==> src/rtl/bk_pipe_addsub.sv <==
// Pipelined 32-bit adder/subtractor around a Brent-Kung carry network, valid/ready on both sides.
// Define BK_PIPE_CARRY_REG_EN to register the carry vector (latency 3 instead of 2).

module brent_kung_generator (
  input  logic [31:0] g_i,
  input  logic [31:0] p_i,
  output logic [31:0] carry_o
);

  // carry_o[i] is the group generate of bits [i:0]
  function automatic logic [31:0] bk_prefix(input logic [31:0] g, input logic [31:0] p);
    logic [31:0] gg;
    logic [31:0] pp;
    logic [4:0]  j;
    gg = g;
    pp = p;
    j  = '0;
    for (int l = 0; l < 5; l++) begin
      for (int i = 0; i < 32; i++) begin
        if (((i + 1) % (1 << (l + 1))) == 0) begin
          j     = 5'(i - (1 << l));
          gg[i] = gg[i] | (pp[i] & gg[j]);
          pp[i] = pp[i] & pp[j];
        end
      end
    end
    // down-sweep fills the remaining prefixes from the tree spine
    for (int l = 3; l >= 0; l--) begin
      for (int i = 0; i < 32; i++) begin
        if ((i >= (3 * (1 << l)) - 1) && (((i + 1) % (1 << (l + 1))) == (1 << l))) begin
          j     = 5'(i - (1 << l));
          gg[i] = gg[i] | (pp[i] & gg[j]);
          pp[i] = pp[i] & pp[j];
        end
      end
    end
    return gg;
  endfunction

  assign carry_o = bk_prefix(g_i, p_i);

endmodule

module bk_pipe_addsub #(
  parameter int unsigned WIDTH = 32,
  parameter int unsigned TAG_W = 4
) (
  input  logic             clk,
  input  logic             rst,
  input  logic             in_valid,
  output logic             in_ready,
  input  logic [WIDTH-1:0] a,
  input  logic [WIDTH-1:0] b,
  input  logic             sub,
  input  logic [TAG_W-1:0] in_tag,
  output logic             out_valid,
  input  logic             out_ready,
  output logic [WIDTH-1:0] sum,
  output logic             cout,
  output logic             ovf,
  output logic             zero,
  output logic             neg,
  output logic [TAG_W-1:0] out_tag
);

  if (WIDTH != 32) begin : g_bad_width
    $error("bk_pipe_addsub: WIDTH must be 32, carry network is fixed width");
  end

  logic [WIDTH-1:0] bx;
  logic [WIDTH-1:0] p_d;
  logic [WIDTH-1:0] g_d;

  // cin enters as a generate on bit 0 so carry[0] already includes it
  assign bx  = sub ? ~b : b;
  assign p_d = a ^ bx;
  always_comb begin
    g_d    = a & bx;
    g_d[0] = g_d[0] | (p_d[0] & sub);
  end

  logic             s1_valid_q;
  logic [WIDTH-1:0] s1_p_q;
  logic [WIDTH-1:0] s1_g_q;
  logic             s1_cin_q;
  logic             s1_a31_q;
  logic             s1_b31_q;
  logic [TAG_W-1:0] s1_tag_q;
  logic             s1_adv;
  logic             out_adv;
  logic [WIDTH-1:0] carry;

  assign out_adv  = !out_valid || out_ready;
  assign in_ready = s1_adv;

  always_ff @(posedge clk or posedge rst) begin
    if (rst) begin
      s1_valid_q <= 1'b0;
      s1_p_q     <= '0;
      s1_g_q     <= '0;
      s1_cin_q   <= 1'b0;
      s1_a31_q   <= 1'b0;
      s1_b31_q   <= 1'b0;
      s1_tag_q   <= '0;
    end else if (s1_adv) begin
      s1_valid_q <= in_valid;
      if (in_valid) begin
        s1_p_q   <= p_d;
        s1_g_q   <= g_d;
        s1_cin_q <= sub;
        s1_a31_q <= a[WIDTH-1];
        s1_b31_q <= bx[WIDTH-1];
        s1_tag_q <= in_tag;
      end
    end
  end

  brent_kung_generator u_bk (
    .g_i     (s1_g_q),
    .p_i     (s1_p_q),
    .carry_o (carry)
  );

  // back-end operands: either straight from stage 1 or from the carry register stage
  logic             be_valid;
  logic [WIDTH-1:0] be_carry;
  logic [WIDTH-1:0] be_p;
  logic             be_cin;
  logic             be_a31;
  logic             be_b31;
  logic [TAG_W-1:0] be_tag;

`ifdef BK_PIPE_CARRY_REG_EN
  logic             c_valid_q;
  logic [WIDTH-1:0] c_carry_q;
  logic [WIDTH-1:0] c_p_q;
  logic             c_cin_q;
  logic             c_a31_q;
  logic             c_b31_q;
  logic [TAG_W-1:0] c_tag_q;
  logic             c_adv;

  assign c_adv  = !c_valid_q || out_adv;
  assign s1_adv = !s1_valid_q || c_adv;

  always_ff @(posedge clk or posedge rst) begin
    if (rst) begin
      c_valid_q <= 1'b0;
      c_carry_q <= '0;
      c_p_q     <= '0;
      c_cin_q   <= 1'b0;
      c_a31_q   <= 1'b0;
      c_b31_q   <= 1'b0;
      c_tag_q   <= '0;
    end else if (c_adv) begin
      c_valid_q <= s1_valid_q;
      if (s1_valid_q) begin
        c_carry_q <= carry;
        c_p_q     <= s1_p_q;
        c_cin_q   <= s1_cin_q;
        c_a31_q   <= s1_a31_q;
        c_b31_q   <= s1_b31_q;
        c_tag_q   <= s1_tag_q;
      end
    end
  end

  assign be_valid = c_valid_q;
  assign be_carry = c_carry_q;
  assign be_p     = c_p_q;
  assign be_cin   = c_cin_q;
  assign be_a31   = c_a31_q;
  assign be_b31   = c_b31_q;
  assign be_tag   = c_tag_q;
`else
  assign s1_adv   = !s1_valid_q || out_adv;
  assign be_valid = s1_valid_q;
  assign be_carry = carry;
  assign be_p     = s1_p_q;
  assign be_cin   = s1_cin_q;
  assign be_a31   = s1_a31_q;
  assign be_b31   = s1_b31_q;
  assign be_tag   = s1_tag_q;
`endif

  logic [WIDTH-1:0] sum_d;
  logic             ovf_d;

  assign sum_d = be_p ^ {be_carry[WIDTH-2:0], be_cin};
  assign ovf_d = (be_a31 == be_b31) && (sum_d[WIDTH-1] != be_a31);

  logic             out_valid_q;
  logic [WIDTH-1:0] sum_q;
  logic             cout_q;
  logic             ovf_q;
  logic             zero_q;
  logic             neg_q;
  logic [TAG_W-1:0] tag_q;

  // results only overwrite on a valid move, so outputs hold while invalid
  always_ff @(posedge clk or posedge rst) begin
    if (rst) begin
      out_valid_q <= 1'b0;
      sum_q       <= '0;
      cout_q      <= 1'b0;
      ovf_q       <= 1'b0;
      zero_q      <= 1'b0;
      neg_q       <= 1'b0;
      tag_q       <= '0;
    end else if (out_adv) begin
      out_valid_q <= be_valid;
      if (be_valid) begin
        sum_q  <= sum_d;
        cout_q <= be_carry[WIDTH-1];
        ovf_q  <= ovf_d;
        zero_q <= ~|sum_d;
        neg_q  <= sum_d[WIDTH-1];
        tag_q  <= be_tag;
      end
    end
  end

  assign out_valid = out_valid_q;
  assign sum       = sum_q;
  assign cout      = cout_q;
  assign ovf       = ovf_q;
  assign zero      = zero_q;
  assign neg       = neg_q;
  assign out_tag   = tag_q;

endmodule

==> config.mk <==
export PLATFORM = sky130hd
export DESIGN_NAME = bk_pipe_addsub
export DESIGN_NICKNAME = d
export VERILOG_FILES = /design/src/rtl/bk_pipe_addsub.sv
export SDC_FILE = /design/constraint.sdc
export NUM_CORES = 1
export LEC_CHECK = 0
export CAP_MARGIN = 10
export CORE_UTILIZATION = 49
export CTS_BUF_LIST = sky130_fd_sc_hd__clkbuf_4
export CTS_CLUSTER_DIAMETER = 30
export CTS_CLUSTER_SIZE = 16
export DETAILED_ROUTE_END_ITERATION = 16
export PLACE_DENSITY = 0.86
export SETUP_SLACK_MARGIN = 0.02
export SLEW_MARGIN = 10
export SYNTH_ARGS = -nofsm -noshare
export SYNTH_HDL_FRONTEND = slang
export SYNTH_HIERARCHICAL = 1
export SYNTH_SLANG_ARGS = --single-unit
==> constraint.sdc <==
create_clock -name clk -period 3.6 [get_ports clk]
set_input_delay 0.72 -clock clk [delete_from_list [all_inputs] [get_ports clk]]
set_output_delay 0.72 -clock clk [all_outputs]
set_load 0.005 [all_outputs]
==> flow_metrics.py <==
metrics = {
    "outcome": {
        "status": "finished clean",
    },
    "cells_and_area": {
        "drive_above_1_share": 0.177,
        "finalInstanceArea_um2": 7350,
        "syn_to_final_growth_pct": 21.5,
        "layout.nets": 693,
        "fillers": 959,
        "diodes": 0,
        "fin_cells": 741,
        "final_core_util": 0.612,
    },
    "timing": {
        "period_share": 0.884,
        "slew-limit-headroom": 0.462,
        "hold_slack_ps": 496,
        "skew_ps": 24.2,
        "hold_viol_final": 0,
        "layout_min_cycle_time_ps": 3180,
        "setup_violations": 0,
        "max_freq_mhz": 314,
        "setup_tns_ps": 0,
        "worstMarginPinSlew_ps": 806,
        "rsz0062_at_grt": "false",
        "worst_slack_ps": 416,
        "drv_slew": 0,
    },
    "synthesis": {
        "async_flop_share": 1.00,
        "synthFlopType": "dfrtp_1",
        "syn_avg_cell_area_um2": 12.6,
        "synth.area.top_cells": "dfrtp_1 46%, mux2_4 16%, ha_1 6.4%",
        "ys_seq_elements": 112,
        "synthCells": 480,
        "postSynthNetCount": 584,
        "yosysWarnings": 6,
        "synth_top_cell_area_share": 0.463,
        "synthesis.area_um2": 6050,
        "synthDistinctLibCells": 44,
        "synth_edf_count": 0,
        "synth_top_area_cell": "dfrtp_1",
        "yosysSeqAreaShare": 0.463,
    },
    "global_route": {
        "grt_pass1_wl_um": 20300,
        "grt_max_degree": 113,
        "overflow": 0,
        "grt_pass1_vias": 4067,
        "antenna_found_initial": 0,
        "grt_usage": 0.203,
    },
    "routing": {
        "ant_nets": 0,
        "vias_per_cell": 5.45,
        "firstDrtPassIters": 5,
        "wire_per_inst_um": 16.7,
        "drc": 0,
        "via_count": 4038,
        "drt_first_iter_violations": 182,
        "finalWirelength_um": 12400,
    },
    "die": {
        "die_h_um": 113,
        "start_util": 0.504,
        "core_area_um2": 12000,
        "pin_count": 115,
        "row_count": 40,
        "die-area_um2": 12800,
        "fp.dieW_um": 113,
    },
    "placed_design": {
        "dp_hpwl_um": 9190,
        "place_ws_ps": 555,
        "dp_cells": 725,
        "port_buffers": 114,
        "dpl-instance-area_um2": 7210,
        "gp_congestion": 0.836,
    },
    "setup_path": {
        "arrival_ps": 3590,
        "r2r_slack_ps": 420,
        "r2r_cells": 11,
        "reg2reg_from": "be_p[4]",
        "crit_path_start": "be_p[4]",
        "crit_path_end_kind": "register",
        "cp_max_fo": 5,
        "cp-start-kind": "register",
        "required_ps": 4010,
        "worstReg2RegEnd": "zero",
        "worstSetupPathType": "register to register",
    },
    "worst_hold_path": {
        "holdPathEnd": "sum[3]",
        "min_path_cells": 2,
        "worstHoldStart": "sum[3]",
        "min_path_type": "register to register",
    },
    "clock_network": {
        "cts_max_level": 3,
        "insertion_delay_ps": 470,
        "cts_tree": "built",
        "cts_resized": 0,
        "path_clk_slew_ps": 160,
        "cts_hold_buf": 0,
        "cts_sinks": 112,
        "cts_root_buffer": "clkbuf_4",
        "postCtsSetupBuffers": 0,
        "clockBufferDepth": 2,
        "cts_made_buffers": 9,
    },
    "power_and_ir_drop": {
        "power_density_nw_per_um2": 565,
        "ir_drop_mv": 0.221,
        "leakage_nw": 3.44,
        "design_power_total_mw": 4.15,
    },
    "flow_run": {
        "maxCapViolCount": 0,
    },
}
## flip-flops by register name, summed over array words and instances, names as in the netlist, 4 cells and up
register and cells:
be_p 32, s1_g_q 32, sum 32, be_tag 4, out_tag 4
## area by class of cell
cell class	instances	area [um^2]	area share
clock inverter	7	78.8	0.0107
tap	147	184	0.0250
clock buffer	9	67.6	0.00919
timing repair buffer	118	1180	0.160
multi-input combinational	344	3020	0.411
sequential	112	2800	0.381
inverter	4	18.8	0.00255
## worst max path at each step
stage,endpoint,cells after the start
finish,zero,11
global route,zero,11
floorplan,zero,11
CTS,zero,11
global placement,zero,11
detailed placement,zero,11
## kinds of logic after synthesis
| family | share of synthesized area |
|---|---|
| xor+xnor | 0.0940 |
| fa+ha+maj | 0.0641 |
| mux | 0.180 |
| simple gates | 0.0696 |
| buf+inv | 0.0378 |
| compound gates | 0.0913 |
| flops | 0.463 |
## power breakdown
group / internal [mW] / leakage [nW] / switching (mW)
registers: 1.59 / 1.37 / 0.330
clock network: 0.221 / 0.0765 / 0.428
logic: 0.952 / 2.00 / 0.630
total: 2.77 / 3.44 / 1.39
## placed cells by master, fill, tap and decap left out, drive strengths merged
| master | netlist | layout |
|---|---|---|
| nand2b | 3 | 3 |
| nor4 | 2 | 2 |
| a21oi | 11 | 11 |
| clkinvlp | 0 | 2 |
| nand3 | 5 | 5 |
| and4 | 1 | 1 |
| nand3b | 1 | 1 |
| ha | 31 | 31 |
| buf | 18 | 5 |
| a21o | 22 | 22 |
| dfrtp | 112 | 112 |
| nand2 | 46 | 46 |
| and3 | 3 | 3 |
| a41o | 1 | 1 |
| xnor2 | 33 | 33 |
| a31o | 4 | 4 |
| o21bai | 1 | 1 |
| nand4 | 10 | 10 |
| inv | 4 | 6 |
| xor2 | 32 | 32 |
| a22oi | 1 | 1 |
| a21boi | 1 | 1 |
| nor3 | 2 | 2 |
| clkbuf | 2 | 9 |
| clkdlybuf4s50 | 0 | 113 |
| o21a | 3 | 3 |
| a32o | 1 | 1 |
| o21ai | 41 | 41 |
| clkinv | 0 | 2 |
| mux2 | 74 | 74 |
| bufinv | 0 | 1 |
| or2 | 3 | 3 |
| or2b | 1 | 1 |
| a32oi | 1 | 1 |
| a211oi | 1 | 1 |
| mux2i | 1 | 1 |
| a221o | 1 | 1 |
| nor2 | 7 | 7 |
## Yosys cell counts, types with 2 or more instances
cell type	instances
mux2_2	8
a21o_1	21
nand3_1	5
o21a_1	3
mux2_4	66
clkbuf_1	2
a21oi_1	11
a31o_2	3
buf_12	7
nor4_1	2
and3_1	2
o21ai_0	41
nand2b_1	3
xnor2_1	33
inv_1	4
dfrtp_1	112
buf_2	8
buf_4	2
or2_2	2
nand4_1	10
nor3_1	2
nand2_1	44
ha_1	31
xor2_1	32
nor2_1	7
## routing by layer
layer  track usage  routed length (um)
met2         0.339                6070
met1         0.260                5500
met5             0                   0
met4        0.0991                 412
met3        0.0268                 421
## critical path, stage by stage, from the launching register on
cell,delay [ps]
dfrtp_1,470
and3_1,200
a221o_1,370
a32oi_1,310
a211oi_1,150
o21ai_0,350
a31o_2,240
nand2b_1,70
xnor2_1,330
nand4_1,200
nor4_1,230
a32o_1,210
Note: power is estimated with default switching activity, not from simulation.
